<file path="src/rtl/div_pkg.sv">
// Shared definitions for the eBPF divider arbiter: FSM encoding and ALU32 operand mask.
package div_pkg;

  localparam logic [1:0] ST_IDLE  = 2'd0;
  localparam logic [1:0] ST_ISSUE = 2'd1;
  localparam logic [1:0] ST_WAIT  = 2'd2;
  localparam logic [1:0] ST_RESP  = 2'd3;

  typedef enum logic [1:0] {
    IDLE  = ST_IDLE,
    ISSUE = ST_ISSUE,
    WAIT  = ST_WAIT,
    RESP  = ST_RESP
  } state_t;

  // ALU32 ops see only the low word of each 64-bit register.
  localparam logic [63:0] ALU32_MASK = 64'h0000_0000_FFFF_FFFF;

endpackage

</file>
<file path="src/rtl/div_arbiter_if.sv">
// Requester, response and divider buses of div_arbiter; slave is the arbiter side.
interface div_arbiter_if #(
  parameter int NUM_REQ    = 4,
  parameter int DATA_WIDTH = 64,
  parameter int ID_W       = $clog2(NUM_REQ)
);

  logic [NUM_REQ-1:0]            req_valid;
  logic [NUM_REQ-1:0]            req_ready;
  logic [NUM_REQ*DATA_WIDTH-1:0] req_dividend;
  logic [NUM_REQ*DATA_WIDTH-1:0] req_divisor;
  logic [NUM_REQ-1:0]            req_is_mod;
  logic [NUM_REQ-1:0]            req_is_32;

  logic                          rsp_valid;
  logic                          rsp_ready;
  logic [ID_W-1:0]               rsp_id;
  logic [DATA_WIDTH-1:0]         rsp_data;
  logic                          rsp_div0;

  logic                          div_stb;
  logic [DATA_WIDTH-1:0]         div_dividend;
  logic [DATA_WIDTH-1:0]         div_divisor;
  logic [DATA_WIDTH-1:0]         div_quotient;
  logic [DATA_WIDTH-1:0]         div_remainder;
  logic                          div_ack;
  logic                          div_err;

  modport slave (
    input  req_valid, req_dividend, req_divisor, req_is_mod, req_is_32,
    input  rsp_ready,
    input  div_quotient, div_remainder, div_ack, div_err,
    output req_ready,
    output rsp_valid, rsp_id, rsp_data, rsp_div0,
    output div_stb, div_dividend, div_divisor
  );

  modport master (
    output req_valid, req_dividend, req_divisor, req_is_mod, req_is_32,
    output rsp_ready,
    output div_quotient, div_remainder, div_ack, div_err,
    input  req_ready,
    input  rsp_valid, rsp_id, rsp_data, rsp_div0,
    input  div_stb, div_dividend, div_divisor
  );

endinterface

</file>
<file path="src/rtl/div_arbiter_rr.sv">
// Combinational round-robin picker: first asserted request at or after ptr, wrapping.
module rr_arbiter #(
  parameter int NUM_REQ = 4,
  parameter int ID_W    = $clog2(NUM_REQ)
) (
  input  logic [NUM_REQ-1:0] req,
  input  logic [ID_W-1:0]    ptr,
  output logic [NUM_REQ-1:0] grant,
  output logic [ID_W-1:0]    idx
);

  always_comb begin
    logic            found;
    logic [ID_W-1:0] cand;
    // NOTE: every output and temporary gets a default before the loop so no path leaves
    // a value unassigned; otherwise synthesis infers a latch to hold the old value.
    grant = '0;
    idx   = '0;
    found = 1'b0;
    cand  = '0;
    for (int i = 0; i < NUM_REQ; i++) begin
      cand = ID_W'((int'(ptr) + i) % NUM_REQ);
      if (!found && req[cand]) begin
        found       = 1'b1;
        grant[cand] = 1'b1;
        idx         = cand;
      end
    end
  end

endmodule

</file>
<file path="src/rtl/div_arbiter.sv">
// Shares one iterative divider among NUM_REQ eBPF ALU requesters with DIV/MOD, ALU32/64
// and divide-by-zero semantics; one operation in flight, tagged valid/ready response.
module div_arbiter
  import div_pkg::*;
#(
  parameter int NUM_REQ    = 4,
  parameter int DATA_WIDTH = 64,
  parameter int ID_W       = $clog2(NUM_REQ)
) (
  input logic         clk,
  input logic         reset_n,
  div_arbiter_if.slave bus
);

  state_t                state;
  logic [ID_W-1:0]       rr_ptr;
  logic                  rsp_valid_q;
  logic [DATA_WIDTH-1:0] rsp_data_q;
  logic [ID_W-1:0]       rsp_id_q;
  logic                  rsp_div0_q;
  logic                  div_stb_q;

  logic [DATA_WIDTH-1:0] op_dividend;
  logic [DATA_WIDTH-1:0] op_divisor;
  logic                  op_is_mod;
  logic                  op_is_32;

  logic [NUM_REQ-1:0]    grant;
  logic [ID_W-1:0]       grant_idx;
  logic [ID_W-1:0]       next_ptr;
  logic                  accept;

  logic [DATA_WIDTH-1:0] dividend_arr [NUM_REQ];
  logic [DATA_WIDTH-1:0] divisor_arr  [NUM_REQ];
  logic [DATA_WIDTH-1:0] sel_dividend;
  logic [DATA_WIDTH-1:0] sel_divisor;
  logic                  sel_is_mod;
  logic                  sel_is_32;
  logic [DATA_WIDTH-1:0] div_result;

  function automatic logic [DATA_WIDTH-1:0] mask32(input logic [DATA_WIDTH-1:0] op,
                                                   input logic                  is_32);
    return is_32 ? (op & ALU32_MASK[DATA_WIDTH-1:0]) : op;
  endfunction

  rr_arbiter #(
    .NUM_REQ (NUM_REQ),
    .ID_W    (ID_W)
  ) u_rr (
    .req   (bus.req_valid),
    .ptr   (rr_ptr),
    .grant (grant),
    .idx   (grant_idx)
  );

  for (genvar i = 0; i < NUM_REQ; i++) begin : g_unpack
    assign dividend_arr[i] = bus.req_dividend[i*DATA_WIDTH +: DATA_WIDTH];
    assign divisor_arr[i]  = bus.req_divisor[i*DATA_WIDTH +: DATA_WIDTH];
  end

  // Grant is offered only while idle and out of reset, so req_ready is one-hot or zero.
  assign accept        = reset_n && (state == IDLE) && (|grant);
  assign bus.req_ready = accept ? grant : '0;
  assign next_ptr      = (grant_idx == ID_W'(NUM_REQ - 1)) ? '0 : grant_idx + 1'b1;

  always_comb begin
    sel_is_mod   = bus.req_is_mod[grant_idx];
    sel_is_32    = bus.req_is_32[grant_idx];
    sel_dividend = mask32(dividend_arr[grant_idx], sel_is_32);
    sel_divisor  = mask32(divisor_arr[grant_idx], sel_is_32);
  end

  always_comb begin
    div_result = mask32(op_is_mod ? bus.div_remainder : bus.div_quotient, op_is_32);
  end

  // NOTE: operand latches carry no reset; they are only read after a fresh accept has
  // loaded them, so a reset term would add muxing for no functional gain.
  always_ff @(posedge clk) begin
    if (accept) begin
      op_dividend <= sel_dividend;
      op_divisor  <= sel_divisor;
      op_is_mod   <= sel_is_mod;
      op_is_32    <= sel_is_32;
    end
  end

  // NOTE: sequential state uses non-blocking assignments so every register samples the
  // pre-edge values; blocking here would create order-dependent simulation races.
  always_ff @(posedge clk) begin
    if (!reset_n) begin
      state       <= IDLE;
      rr_ptr      <= '0;
      rsp_valid_q <= 1'b0;
      rsp_data_q  <= '0;
      rsp_id_q    <= '0;
      rsp_div0_q  <= 1'b0;
      div_stb_q   <= 1'b0;
    end else begin
      div_stb_q <= 1'b0;
      case (state)
        IDLE: begin
          if (accept) begin
            rsp_id_q <= grant_idx;
            rr_ptr   <= next_ptr;
            if (sel_divisor == '0) begin
              // eBPF divide-by-zero: DIV yields 0, MOD leaves the dividend; divider untouched.
              rsp_valid_q <= 1'b1;
              rsp_div0_q  <= 1'b1;
              rsp_data_q  <= sel_is_mod ? sel_dividend : '0;
              state       <= RESP;
            end else begin
              div_stb_q <= 1'b1;
              state     <= ISSUE;
            end
          end
        end
        ISSUE: state <= WAIT;
        WAIT: begin
          if (bus.div_ack) begin
            rsp_valid_q <= 1'b1;
            rsp_data_q  <= div_result;
            rsp_div0_q  <= bus.div_err;
            state       <= RESP;
          end
        end
        RESP: begin
          if (bus.rsp_ready) begin
            rsp_valid_q <= 1'b0;
            state       <= IDLE;
          end
        end
        default: state <= IDLE;
      endcase
    end
  end

  assign bus.rsp_valid    = rsp_valid_q;
  assign bus.rsp_data     = rsp_data_q;
  assign bus.rsp_id       = rsp_id_q;
  assign bus.rsp_div0     = rsp_div0_q;
  assign bus.div_stb      = div_stb_q;
  assign bus.div_dividend = op_dividend;
  assign bus.div_divisor  = op_divisor;

endmodule
</file>
<file path="src/flat_wrapper.sv">
// flat-port wrapper written by rule: the top's interface ports become plain ports
module div_arbiter_flat import div_pkg::*;
#(
  parameter int NUM_REQ    = 4,
  parameter int DATA_WIDTH = 64,
  parameter int ID_W       = $clog2(NUM_REQ)
)
  (clk, reset_n, bus_req_valid, bus_req_dividend, bus_req_divisor, bus_req_is_mod, bus_req_is_32, bus_rsp_ready, bus_div_quotient, bus_div_remainder, bus_div_ack, bus_div_err, bus_req_ready, bus_rsp_valid, bus_rsp_id, bus_rsp_data, bus_rsp_div0, bus_div_stb, bus_div_dividend, bus_div_divisor);
  div_arbiter_if #(.NUM_REQ(NUM_REQ), .DATA_WIDTH(DATA_WIDTH), .ID_W(ID_W)) bus_i ();
  input logic clk;
  input logic reset_n;
  input wire logic [$bits(bus_i.req_valid)-1:0] bus_req_valid;
  input wire logic [$bits(bus_i.req_dividend)-1:0] bus_req_dividend;
  input wire logic [$bits(bus_i.req_divisor)-1:0] bus_req_divisor;
  input wire logic [$bits(bus_i.req_is_mod)-1:0] bus_req_is_mod;
  input wire logic [$bits(bus_i.req_is_32)-1:0] bus_req_is_32;
  input wire logic [$bits(bus_i.rsp_ready)-1:0] bus_rsp_ready;
  input wire logic [$bits(bus_i.div_quotient)-1:0] bus_div_quotient;
  input wire logic [$bits(bus_i.div_remainder)-1:0] bus_div_remainder;
  input wire logic [$bits(bus_i.div_ack)-1:0] bus_div_ack;
  input wire logic [$bits(bus_i.div_err)-1:0] bus_div_err;
  output wire logic [$bits(bus_i.req_ready)-1:0] bus_req_ready;
  output wire logic [$bits(bus_i.rsp_valid)-1:0] bus_rsp_valid;
  output wire logic [$bits(bus_i.rsp_id)-1:0] bus_rsp_id;
  output wire logic [$bits(bus_i.rsp_data)-1:0] bus_rsp_data;
  output wire logic [$bits(bus_i.rsp_div0)-1:0] bus_rsp_div0;
  output wire logic [$bits(bus_i.div_stb)-1:0] bus_div_stb;
  output wire logic [$bits(bus_i.div_dividend)-1:0] bus_div_dividend;
  output wire logic [$bits(bus_i.div_divisor)-1:0] bus_div_divisor;
  assign bus_i.req_valid = bus_req_valid;
  assign bus_i.req_dividend = bus_req_dividend;
  assign bus_i.req_divisor = bus_req_divisor;
  assign bus_i.req_is_mod = bus_req_is_mod;
  assign bus_i.req_is_32 = bus_req_is_32;
  assign bus_i.rsp_ready = bus_rsp_ready;
  assign bus_i.div_quotient = bus_div_quotient;
  assign bus_i.div_remainder = bus_div_remainder;
  assign bus_i.div_ack = bus_div_ack;
  assign bus_i.div_err = bus_div_err;
  assign bus_req_ready = bus_i.req_ready;
  assign bus_rsp_valid = bus_i.rsp_valid;
  assign bus_rsp_id = bus_i.rsp_id;
  assign bus_rsp_data = bus_i.rsp_data;
  assign bus_rsp_div0 = bus_i.rsp_div0;
  assign bus_div_stb = bus_i.div_stb;
  assign bus_div_dividend = bus_i.div_dividend;
  assign bus_div_divisor = bus_i.div_divisor;
  div_arbiter #(.NUM_REQ(NUM_REQ), .DATA_WIDTH(DATA_WIDTH), .ID_W(ID_W)) u_core (.clk(clk), .reset_n(reset_n), .bus(bus_i));
endmodule
</file>
<file path="config.mk">
export PLATFORM = sky130hd
export DESIGN_NAME = div_arbiter_flat
export DESIGN_NICKNAME = d
export VERILOG_FILES = /design/src/rtl/div_pkg.sv /design/src/rtl/div_arbiter_if.sv /design/src/rtl/div_arbiter_rr.sv /design/src/rtl/div_arbiter.sv /design/src/flat_wrapper.sv
export SDC_FILE = /design/constraint.sdc
export NUM_CORES = 1
export LEC_CHECK = 0
export ABC_CLOCK_PERIOD_IN_PS = 14800
export BUFFER_PORTS_ARGS = -buffer_cell sky130_fd_sc_hd__buf_2
export CAP_MARGIN = 15
export CORE_AREA = 3 3 328 330
export CTS_CLUSTER_SIZE = 20
export DETAILED_ROUTE_END_ITERATION = 8
export DIE_AREA = 0 0 331 333
export MAX_ROUTING_LAYER = met4
export PLACE_DENSITY_LB_ADDON = 0.05
export SLEW_MARGIN = 40
export SYNTH_ARGS = -nofsm -noshare
export SYNTH_HDL_FRONTEND = slang
export SYNTH_HIERARCHICAL = 1
export SYNTH_SLANG_ARGS = --single-unit
</file>
<file path="constraint.sdc">
create_clock -name clk -period 14.8 [get_ports clk]
set_input_delay 0.74 -clock clk [delete_from_list [all_inputs] [get_ports clk]]
set_output_delay 0.74 -clock clk [all_outputs]
set_load 0.1 [all_outputs]
</file>
==> results of run 1 <==
==> state kept, by name, indices dropped and copies added, names as in the netlist <==
register / cells
u_core/bus.div_dividend: 64
u_core/bus.rsp_div0: 1
u_core/bus.rsp_data: 64
u_core/op_is_32: 1
u_core/state: 2
u_core/op_is_mod: 1
u_core/bus.rsp_id: 2
u_core/bus.rsp_valid: 1
u_core/bus.div_divisor: 64
u_core/bus.div_stb: 1
u_core/rr_ptr: 2
==> kinds of logic (layout without fill, tap and decap cells) <==
| logic type | count (synthesis) | in the layout | synth area share [%] |
|---|---|---|---|
| muxes | 203 | 203 | 30.6 |
| other | 0 | 12 | 0 |
| AOI/OAI and AO/OA | 226 | 226 | 12.9 |
| buffers and inverters | 102 | 950 | 3.87 |
| and+or+nand+nor | 156 | 156 | 7.28 |
| DFF | 203 | 203 | 44.3 |
| adders and majority gates | 10 | 10 | 1.03 |
==> per-stage QoR <==
stage          instance area, sq um  hold WS (ns)
2_1_floorplan                 12100         0.510
3_3_place_gp                  17900         0.471
3_5_place_dp                  18000         0.487
4_1_cts                       19100         0.498
5_1_grt                       19200         0.532
6_report                      19200         0.490
==> layout by cell type (no fill, tap or decap), types with 3 or more instances in the layout <==
| cell | netlist | layout |
|---|---|---|
| clkbuf_8 | 0 | 5 |
| clkinv_2 | 0 | 3 |
| diode_2 | 0 | 12 |
| nor4_1 | 16 | 16 |
| clkbuf_16 | 0 | 37 |
| and3_1 | 4 | 4 |
| nor2b_1 | 69 | 68 |
| o221a_2 | 13 | 13 |
| o21ai_0 | 7 | 7 |
| nand3_1 | 3 | 3 |
| clkinv_1 | 0 | 3 |
| mux4_2 | 134 | 132 |
| dfxtp_1 | 73 | 73 |
| mux2i_1 | 68 | 68 |
| o221a_1 | 20 | 20 |
| a22oi_1 | 8 | 8 |
| inv_1 | 9 | 7 |
| buf_2 | 27 | 857 |
| buf_6 | 5 | 5 |
| a211oi_1 | 65 | 65 |
| clkbuf_1 | 49 | 11 |
| a21oi_1 | 101 | 101 |
| buf_8 | 0 | 4 |
| nand4_1 | 5 | 5 |
| nor2_1 | 45 | 44 |
| nand2b_1 | 4 | 3 |
| buf_4 | 4 | 12 |
| edfxtp_1 | 130 | 130 |
| ha_1 | 10 | 10 |
==> cell type report <==
class	instances	area [sq um]
Antenna cell	12	30.0
Clock buffer	52	1020
Clock inverter	9	73.8
Fill cell	11800	86000
Inverter	9	43.8
Multi-Input combinational cell	595	6360
Sequential cell	203	5370
Tap cell	1391	1740
Timing Repair Buffer	880	4530
==> per-layer routing <==
metal / wire length, microns / share of wire [%]
met5: 0 / 0
met4: 1960 / 2.6
met3: 4910 / 6.5
met2: 40900 / 54
met1: 28300 / 37
==> where the power goes <==
group	switching (W)	internal [W]
Clock	0.000310	0.000493
Combinational	0.00304	0.000956
Sequential	0.0000814	0.000962
==> tightest hold or removal path: cells and delay by family, from the launching register on <==
kind	cells	cell delay [ns]
DFF	1	0.32
muxes	1	0.07
and+or+nand+nor	1	0.07
==> worst max-delay path by stage <==
stage | slack, ns | endpoint
floorplan | 8.20 | u_core/bus.rsp_valid
global placement | 7.38 | u_core/bus.rsp_data[3]
detailed placement | 7.62 | u_core/bus.rsp_data[46]
CTS | 7.58 | u_core/bus.rsp_data[56]
global route | 7.41 | u_core/bus.rsp_data[56]
finish | 7.98 | u_core/bus.rsp_data[56]
==> results.cfg, run 1 <==
[timing]
final-hold-violation-count = 0
finalCriticalPeriod_ns = 6.82
final.setup_skew_ns = 0.0122
fin_tns_setup_ns = 0
rsz0062_at_grt = false
setup_slack_ns = 7.98
tightest_slew_ns = 0.797
max-slew-margin-rel_pct = 46.9
drv_slew = 0
fin_crit_sh_pct = 46.0
fmax_mhz = 147
setup_viol = 0

[grt]
grt_max_degree = 78
grt-ovfl-total = 0
use_met2_pct = 24.7
grt_pass1_wl_microns = 102000
antenna_found_initial = 17
use_met1_pct = 14.5
grt_usage_pct = 13.6
busiest_layer = met2
met3_usage_pct = 3.25
grt_pass1_vias = 13000

[critical_path]
critPathMaxStageDelay_ns = 0.75
cp.required_ns = 15.19
worstPathMaxFanout = 45
critPathKind = flip-flop to flip-flop
regToRegStartpoint = u_core/rr_ptr[0]
r2r_cells = 16
cpMaxStageDelayCell = dfxtp_1
critPathBufInv = 5
start_kind = flip-flop
path_depth = 16
cp.arrival_ns = 7.21
cp_cell_sequence = inv_1 > ha_1 > mux4_2 > nor2b_1 > o21ai_0 > o31ai_4 > buf_6 > buf_6 > mux4_2 > nor4_1 > nand4_1 > o21bai_4 > buf_4 > a21o_4 > buf_12 > a211oi_1
endpoint_kind = flip-flop
worstSetupStartpoint = u_core/rr_ptr[0]
regToRegSetupSlack_ns = 7.98
crit_family = buffers and inverters
r2r_end = u_core/bus.rsp_data[56]

[final_layout]
layout-drive-gt1-share_pct = 62.2
finalNetCount = 2390
syn_to_final_growth_pct = 58.3
stdcell_count = 3151
finish.utilization_pct = 18.2

[yosys]
synth_top_flop_cell = edfxtp_1
ys_types = 44
synth_area_leaders = edfxtp_1 32%, mux4_2 25%, dfxtp_1 12%
yosysTopAreaCellShare_pct = 32.2
synth_nets = 1567
synthArstFlopShare_pct = 0
ys_ff_latch = 203
post-synth-top-count-cell = mux4_2
yosysWarnings = 6
synth.yosys.seq_area_share_pct = 44.3
synth_edf_count = 130
syn_area_sq_um = 12100
postSynthCellCount = 900
synth_largest_area_cell = edfxtp_1
yosys-top-cells-count = 134 x mux4_2, 130 x edfxtp_1, 101 x a21oi_1
syn_area_per_cell_sq_um = 13.5

[clock_network]
cts_max_path_buffers = 3
clk_pin_slew_worst_paths_ns = 0.05
cts_tree = built
post_cts_buffers = 0
cts-buffers-inserted = 34
htree_levels = 2
cts.repair.resized = 0
clk_latency_ns = 0.54
hold_buffers = 0
clock-sinks = 203
cts-root-buf = clkbuf_16

[power_and_ir_drop]
leakagePower_nw = 7.94
p_total_w = 0.00584
power.density_nw_per_um2 = 305
peakVddDrop_uv = 93.6

[placed_design]
gp_congestion = 0.838
portBuffers = 857
dp_hpwl_microns = 61600
post-place-ws_ns = 7.62
dp_cells = 3077

[die]
ios = 858
rows = 119
fp.dieH_microns = 333
dieArea_sq_um = 110000
start_util_pct = 11.5
die_w_microns = 331
core_sq_um = 105000

[status]
outcome = finished, final reports clean

[route]
vias_per_cell = 3.72
first_iter_violations = 440
dr.pass1.iters = 4
drt_wl_total_microns = 76000
routedWlPerCell_microns = 24.1
via_count = 11700
final_antenna_net_count = 0
drc = 0

[worst_hold_path]
hold_depth = 2
hold_class = flip-flop to flip-flop
min_from = u_core/bus.rsp_id[1]
whs_endpoint = u_core/bus.rsp_id[1]

[run]
max_cap_violations = 0
Note: power is estimated with default switching activity, not from simulation.
==> run 2: changes to the inputs <==
--- a/config.mk
+++ b/config.mk
@@ -5,13 +5,14 @@
 export SDC_FILE = /design/constraint.sdc
 export NUM_CORES = 1
 export LEC_CHECK = 0
-export ABC_CLOCK_PERIOD_IN_PS = 14800
+export ABC_AREA = 1
+export ABC_CLOCK_PERIOD_IN_PS = 6430
 export BUFFER_PORTS_ARGS = -buffer_cell sky130_fd_sc_hd__buf_2
 export CAP_MARGIN = 15
-export CORE_AREA = 3 3 328 330
+export CORE_AREA = 3 3 334 336
 export CTS_CLUSTER_SIZE = 20
 export DETAILED_ROUTE_END_ITERATION = 8
-export DIE_AREA = 0 0 331 333
+export DIE_AREA = 0 0 337 339
 export MAX_ROUTING_LAYER = met4
 export PLACE_DENSITY_LB_ADDON = 0.05
 export SLEW_MARGIN = 40
==> constraint.sdc (replaced) <==
create_clock -name clk -period 6.43 [get_ports clk]
set_input_delay 0.3215 -clock clk [delete_from_list [all_inputs] [get_ports clk]]
set_output_delay 0.3215 -clock clk [all_outputs]
set_load 0.1 [all_outputs]
==> run 2 against run 1 <==
  * Setup slack worse by 7.0 ns
  * Global-route usage up 2.9 points
  * Via count up 47%
  * Largest cell class unchanged
  * Flip-flop and latch count unchanged
  * Synthesized area up 14%
  * Clock skew up 0.0067 ns
  * Non-clock buffer count up 1
  * Core utilization up 0.74 points
  * Count of clock-buffer cells in the layout up 5
  * Register-to-register slack worse by 7.0 ns
  * Synthesized cell count up 130%
==> results.cfg, run 2 <==
[final_layout]
final_common_cell = buf_2
final_cell_mix = 856 x buf_2, 633 x nand2_1, 276 x nor2_1
seqCellArea_sq_um = 5370
layout-drive-gt1-share_pct = 34.1
multi_input_area_sq_um = 7060
syn_to_final_growth_pct = 49.5
nFillCells = 12600
finalNetCount = 3502

[yosys]
yosysWarnings = 6
synth-simple-area-share_pct = 32.2
postSynthCellCount = 2072
synthArstFlopShare_pct = 0
yosys-top-cells-count = 634 x nand2_1, 279 x nor2_1, 173 x nand3_1
synth_compound_area_share_pct = 17.4
synth_top_family_by_area = simple AND/OR/NAND/NOR gates
post-synth-top-count-cell = nand2_1
ys_types = 37
synth_xor_area_share_pct = 0
synth.yosys.seq_area_share_pct = 38.8
synth_edf_count = 130
synth_largest_area_cell = edfxtp_1
syn_area_per_cell_sq_um = 6.67
yosysTopAreaCellShare_pct = 28.3
synth_top_flop_cell = edfxtp_1
synthMuxAreaShare_pct = 0
ys_ff_latch = 203
synth_nets = 2739
yosys.area_share.adder_pct = 0.906
syn_area_sq_um = 13800
synth_area_leaders = edfxtp_1 28%, nand2_1 17%, dfxtp_1 11%

[worst_hold_path]
hold_depth = 5
hold_class = input port to flip-flop

[route]
drt_wl_total_microns = 96300
dr_wl_met2_microns = 50900
drc = 0
via_count = 17200
highest_layer = met4
final_antenna_net_count = 0
dr.pass1.iters = 5
first_iter_violations = 909
drt-met1-wl_microns = 38300
routedWlPerCell_microns = 22.5
wl_met3_microns = 5210
vias_per_cell = 4.01

[clock_network]
clk_latency_ns = 0.53
cts.repair.resized = 0
clock-sinks = 203
htree_levels = 2
cts_tree = built
clk_pin_slew_worst_paths_ns = 0.06
cts_max_path_buffers = 3
hold_buffers = 0
post_cts_buffers = 0
cts-root-buf = clkbuf_16
cts-buffers-inserted = 35

[timing]
tightest_slew_ns = 0.865
setup_slack_ns = 1.03
final.setup_skew_ns = 0.0189
fin_tns_setup_ns = 0
hold_slack_ns = 0.189
drv_slew = 0
finalCriticalPeriod_ns = 5.40
setup_viol = 0
rsz0062_at_grt = false
fin_crit_sh_pct = 84.0
fmax_mhz = 185
max-slew-margin-rel_pct = 42.3
final-hold-violation-count = 0

[critical_path]
r2r_end = u_core/bus.rsp_data[45]
path_common_cell = nand2_1
cpMaxStageDelayCell = dfxtp_1
endpoint = u_core/bus.rsp_data[45]
cp.arrival_ns = 5.82
critPathKind = flip-flop to flip-flop
worstSetupStartpoint = u_core/rr_ptr[0]
r2r_cells = 24
critPathMaxStageDelay_ns = 0.63
regToRegStartpoint = u_core/rr_ptr[0]
worstPathMaxFanout = 121
cp.required_ns = 6.85
start_kind = flip-flop
cp_cell_sequence = inv_6 > ha_1 > inv_1 > nand3_1 > nand2_2 > o21ai_1 > nor2_1 > nor2_4 > inv_8 > buf_4 > nand2_1 > nand3_1 > nand2_1 > nand2_1 > nand2_1 > nor2_1 > nand2_1 > nor2_1 > nand3_1 > nand2_8 > buf_12 > nand3_1 > nand2_1 > nor2_1
endpoint_kind = flip-flop
regToRegSetupSlack_ns = 1.03

[grt]
grt_pass1_wl_microns = 133000
antenna_found_initial = 24
grt_usage_pct = 16.6
grt_pass1_vias = 18000
grt-ovfl-total = 0
grt_max_degree = 145

[run]
max_cap_violations = 0

[die]
fp.dieH_microns = 339
dieArea_sq_um = 114000
rows = 121
die_w_microns = 337
start_util_pct = 12.7
core_sq_um = 109000
ios = 858

[placed_design]
gp_congestion = 0.909
portBuffers = 857
dp_hpwl_microns = 76200
post-place-ws_ns = 1.05

[status]
outcome = finished, final reports clean
[run 2: changes by cell type after synthesis, sizes merged, moves of 51 or more]
cell,delta
o22ai,+51
mux2i,-68
inv,+168
nand3,+171
a211oi,-64
nand2,+640
o21ai,+161
mux4,-134
nor2b,-69
nor2,+236
a21oi,+58
[run 2: cells by family after synthesis]
family	count (synthesis)
buffers and inverters	337
and+or+nand+nor	1102
DFF	203
AOI/OAI and AO/OA	420
adders and majority gates	10
[run 2: worst min path at each step]
stage / startpoint / endpoint / slack (ns)
CTS: bus_req_divisor[147] / u_core/bus.div_divisor[19] / 0.13
global placement: u_core/bus.rsp_data[58] / u_core/bus.rsp_data[58] / 0.46
detailed placement: u_core/bus.rsp_data[48] / u_core/bus.rsp_data[48] / 0.47
floorplan: u_core/state[0] / u_core/state[0] / 0.51
global route: bus_req_divisor[9] / u_core/bus.div_divisor[9] / 0.18
finish: bus_req_divisor[147] / u_core/bus.div_divisor[19] / 0.19
[run 2: layer usage]
layer	GRT usage, %	vias to the layer above
met1	18.4	8229
met4	3.35	0
met3	3.34	94
li1	-	8336
met5	-	-
met2	30.4	552
[run 2: critical path: cells and delay by family (launching register included)]
family | cells | cell delay (ns)
AO/OA/AOI/OAI | 1 | 0.07
flip-flops | 1 | 0.63
buffers and inverters | 5 | 1.55
AND/OR/NAND/NOR | 17 | 2.44
adder cells (fa/ha/maj) | 1 | 0.38
[run 2: area by class of cell]
type	count	share of cell area, %
Antenna cell	13	0.157
Clock buffer	57	5.29
Inverter	182	3.46
Clock inverter	5	0.133
Sequential cell	203	26.0
Timing Repair Buffer	881	22.2
Tap cell	1414	8.57
Multi-Input combinational cell	1532	34.2
[run 2: per-stage QoR]
stage	area (sq um)	utilization [%]	std cells
after CTS	20600	18.9	4273
after global placement	19400	17.8	4209
after global routing	20700	19.0	4285
after detailed placement	19500	17.9	4211
after floorplan	13800	-	2072
final	20700	19.0	4287
Power of run 2 is left out: the tool's default activity adds up to more than one toggle a clock period on the data nets, which glitch-free logic cannot reach.
==> run 3: changes to the inputs <==
--- a/config.mk
+++ b/config.mk
@@ -6,13 +6,13 @@
 export NUM_CORES = 1
 export LEC_CHECK = 0
 export ABC_AREA = 1
-export ABC_CLOCK_PERIOD_IN_PS = 6430
+export ABC_CLOCK_PERIOD_IN_PS = 4500
 export BUFFER_PORTS_ARGS = -buffer_cell sky130_fd_sc_hd__buf_2
 export CAP_MARGIN = 15
-export CORE_AREA = 3 3 334 336
+export CORE_AREA = 3 3 330 332
 export CTS_CLUSTER_SIZE = 20
 export DETAILED_ROUTE_END_ITERATION = 8
-export DIE_AREA = 0 0 337 339
+export DIE_AREA = 0 0 333 335
 export MAX_ROUTING_LAYER = met4
 export PLACE_DENSITY_LB_ADDON = 0.05
 export SLEW_MARGIN = 40
==> constraint.sdc (replaced) <==
create_clock -name clk -period 4.5 [get_ports clk]
set_input_delay 0.225 -clock clk [delete_from_list [all_inputs] [get_ports clk]]
set_output_delay 0.225 -clock clk [all_outputs]
set_load 0.1 [all_outputs]
==> run 3 against run 2 <==
  * Wire length up 6.8%
  * Setup slack got worse by 0.69 ns
  * Global-route usage rose by 1.3 points
  * Cell count grew 0.65%
  * Core utilization rose by 0.90 points
  * Highest routed layer unchanged
  * Critical path type unchanged
  * Die area fell by 2.4%
  * Register-to-register slack worse by 0.69 ns
  * Sequential share of layout area is 0.63 points lower
  * First-iteration DRC count increased by 3.5%
  * Critical endpoint is now u_core/bus.rsp_data[17]
==> results.cfg, run 3 (synthesis results as in run 2) <==
[grt]
antenna_found_initial = 41
grt_pass1_wl_microns = 138000
grt_usage_pct = 17.8
grt-ovfl-total = 0
use_met1_pct = 19.8
grt_max_degree = 96
use_met2_pct = 31.5
met3_usage_pct = 5.12
grt_pass1_vias = 17800
busiest_layer = met2

[clock_network]
htree_levels = 2
clock-sinks = 203
cts_max_path_buffers = 3
cts_tree = built
clk_latency_ns = 0.54
cts-root-buf = clkbuf_16
cts-buffers-inserted = 34
clk_pin_slew_worst_paths_ns = 0.05

[route]
vias_per_cell = 4.03
routedWlPerCell_microns = 23.8
drc = 0
final_antenna_net_count = 0
dr.pass1.iters = 5
via_count = 17400
first_iter_violations = 941
drt_wl_total_microns = 103000

[timing]
fin_crit_sh_pct = 92.4
tightest_slew_ns = 0.815
final-hold-violation-count = 0
max-slew-margin-rel_pct = 45.6
finalCriticalPeriod_ns = 4.16
setup_viol = 0
final.setup_skew_ns = 0.0293
fmax_mhz = 240
drv_slew = 0

[die]
start_util_pct = 13.0
ios = 858
fp.dieH_microns = 335
dieArea_sq_um = 112000
die_w_microns = 333
rows = 120
core_sq_um = 107000

[final_layout]
finish.utilization_pct = 19.9
nFillCells = 12400
final_common_cell = buf_2
multi_input_area_sq_um = 7170
syn_to_final_growth_pct = 53.4
finalNetCount = 3532
layout-drive-gt1-share_pct = 35.5
final_cell_mix = 856 x buf_2, 632 x nand2_1, 274 x nor2_1
seqCellArea_sq_um = 5370

[critical_path]
cp.required_ns = 4.93
worstPathMaxFanout = 95
cp.arrival_ns = 4.59
start_kind = flip-flop
endpoint_kind = flip-flop
critPathKind = flip-flop to flip-flop

[run]
max_cap_violations = 0

[placed_design]
portBuffers = 857
dp_hpwl_microns = 82500
gp_congestion = 0.885

[status]
outcome = finished, final reports clean

[worst_hold_path]
hold_class = input port to flip-flop
-- run 3: cell count changes in the layout (fill, tap and decap cells not counted), sizes merged --
cell,previous run,this run
clkinvlp,1,2
dlygate4sd3,0,1
diode,13,21
nand2,641,642
inv,177,182
buf,881,908
clkbuf,57,53
-- run 3: metrics by stage --
| step | hold slack (ns) | std cells | cell area [sq um] | TNS (ns) | setup WS [ns] |
|---|---|---|---|---|---|
| 3_3_place_gp | 0.461 | 4224 | 19900 | 0 | 0.0650 |
| 5_1_grt | 0.0942 | 4315 | 21200 | -0.114 | -0.0212 |
| 4_1_cts | 0.0406 | 4287 | 21000 | 0 | 0.00745 |
| 6_report | 0.0894 | 4315 | 21200 | 0 | 0.341 |
| 3_5_place_dp | 0.468 | 4224 | 19900 | 0 | 0.00966 |
| 2_1_floorplan | 0.451 | 2072 | 14000 | -19.06 | -0.301 |
-- run 3: cell type report --
| class | count | share of cell area [%] |
|---|---|---|
| antenna | 21 | 0.248 |
| clock buffer | 52 | 4.77 |
| clock inverter | 10 | 0.455 |
| inverter | 182 | 3.46 |
| multi-input combinational | 1533 | 33.9 |
| sequential | 203 | 25.3 |
| tap | 1403 | 8.29 |
| timing repair buffer | 910 | 23.5 |
| timing repair inverter | 1 | 0.0531 |
-- run 3: critical path, stage by stage (launching register included) --
cell and delay (ns):
dfxtp_4 0.43, inv_8 0.07, ha_4 0.26, nand3_1 0.16
nand2_4 0.09, nor2_8 0.23, nand3_1 0.17, nand3_4 0.16
buf_12 0.44, nand3_1 0.13, nand2_1 0.15, nand4_1 0.32
nor2_1 0.18, nand2_1 0.13, nor2_2 0.17, nand3_4 0.16
nand2_8 0.19, buf_12 0.14, buf_12 0.14, nand3_1 0.08
nand2_1 0.06, nor2_1 0.05
-- run 3: routing by layer --
layer	share of wire [%]	wire [microns]	vias to the layer above
li1	-	-	8413
met1	39	40500	8259
met2	51	52500	636
met3	7.3	7530	103
met4	2.3	2340	0
met5	0	0	-
-- run 3: path summary, 6_finish.rpt --
| check | cells after the start | from | end | slack (ns) |
|---|---|---|---|---|
| hold / removal | 5 | bus_req_divisor[131] | u_core/bus.div_divisor[3] | 0.09 |
| setup / recovery | 21 | u_core/rr_ptr[1] | u_core/bus.rsp_data[17] | 0.34 |
| hold reg to reg | 2 | u_core/bus.rsp_data[47] | u_core/bus.rsp_data[47] | 0.48 |
| setup reg to reg | 21 | u_core/rr_ptr[1] | u_core/bus.rsp_data[17] | 0.34 |
-- run 3: timing repair --
action                                  4_1_cts  5_1_grt
pin swaps                                     1        3
endpoints found under the setup margin        6       65
cloned                                        0        3
hold buffers                                  1        0
hold endpoints to repair                      1        0
gates resized for setup                       0        8
buffers inserted                              0        4
Power of run 3 is left out for the same reason.
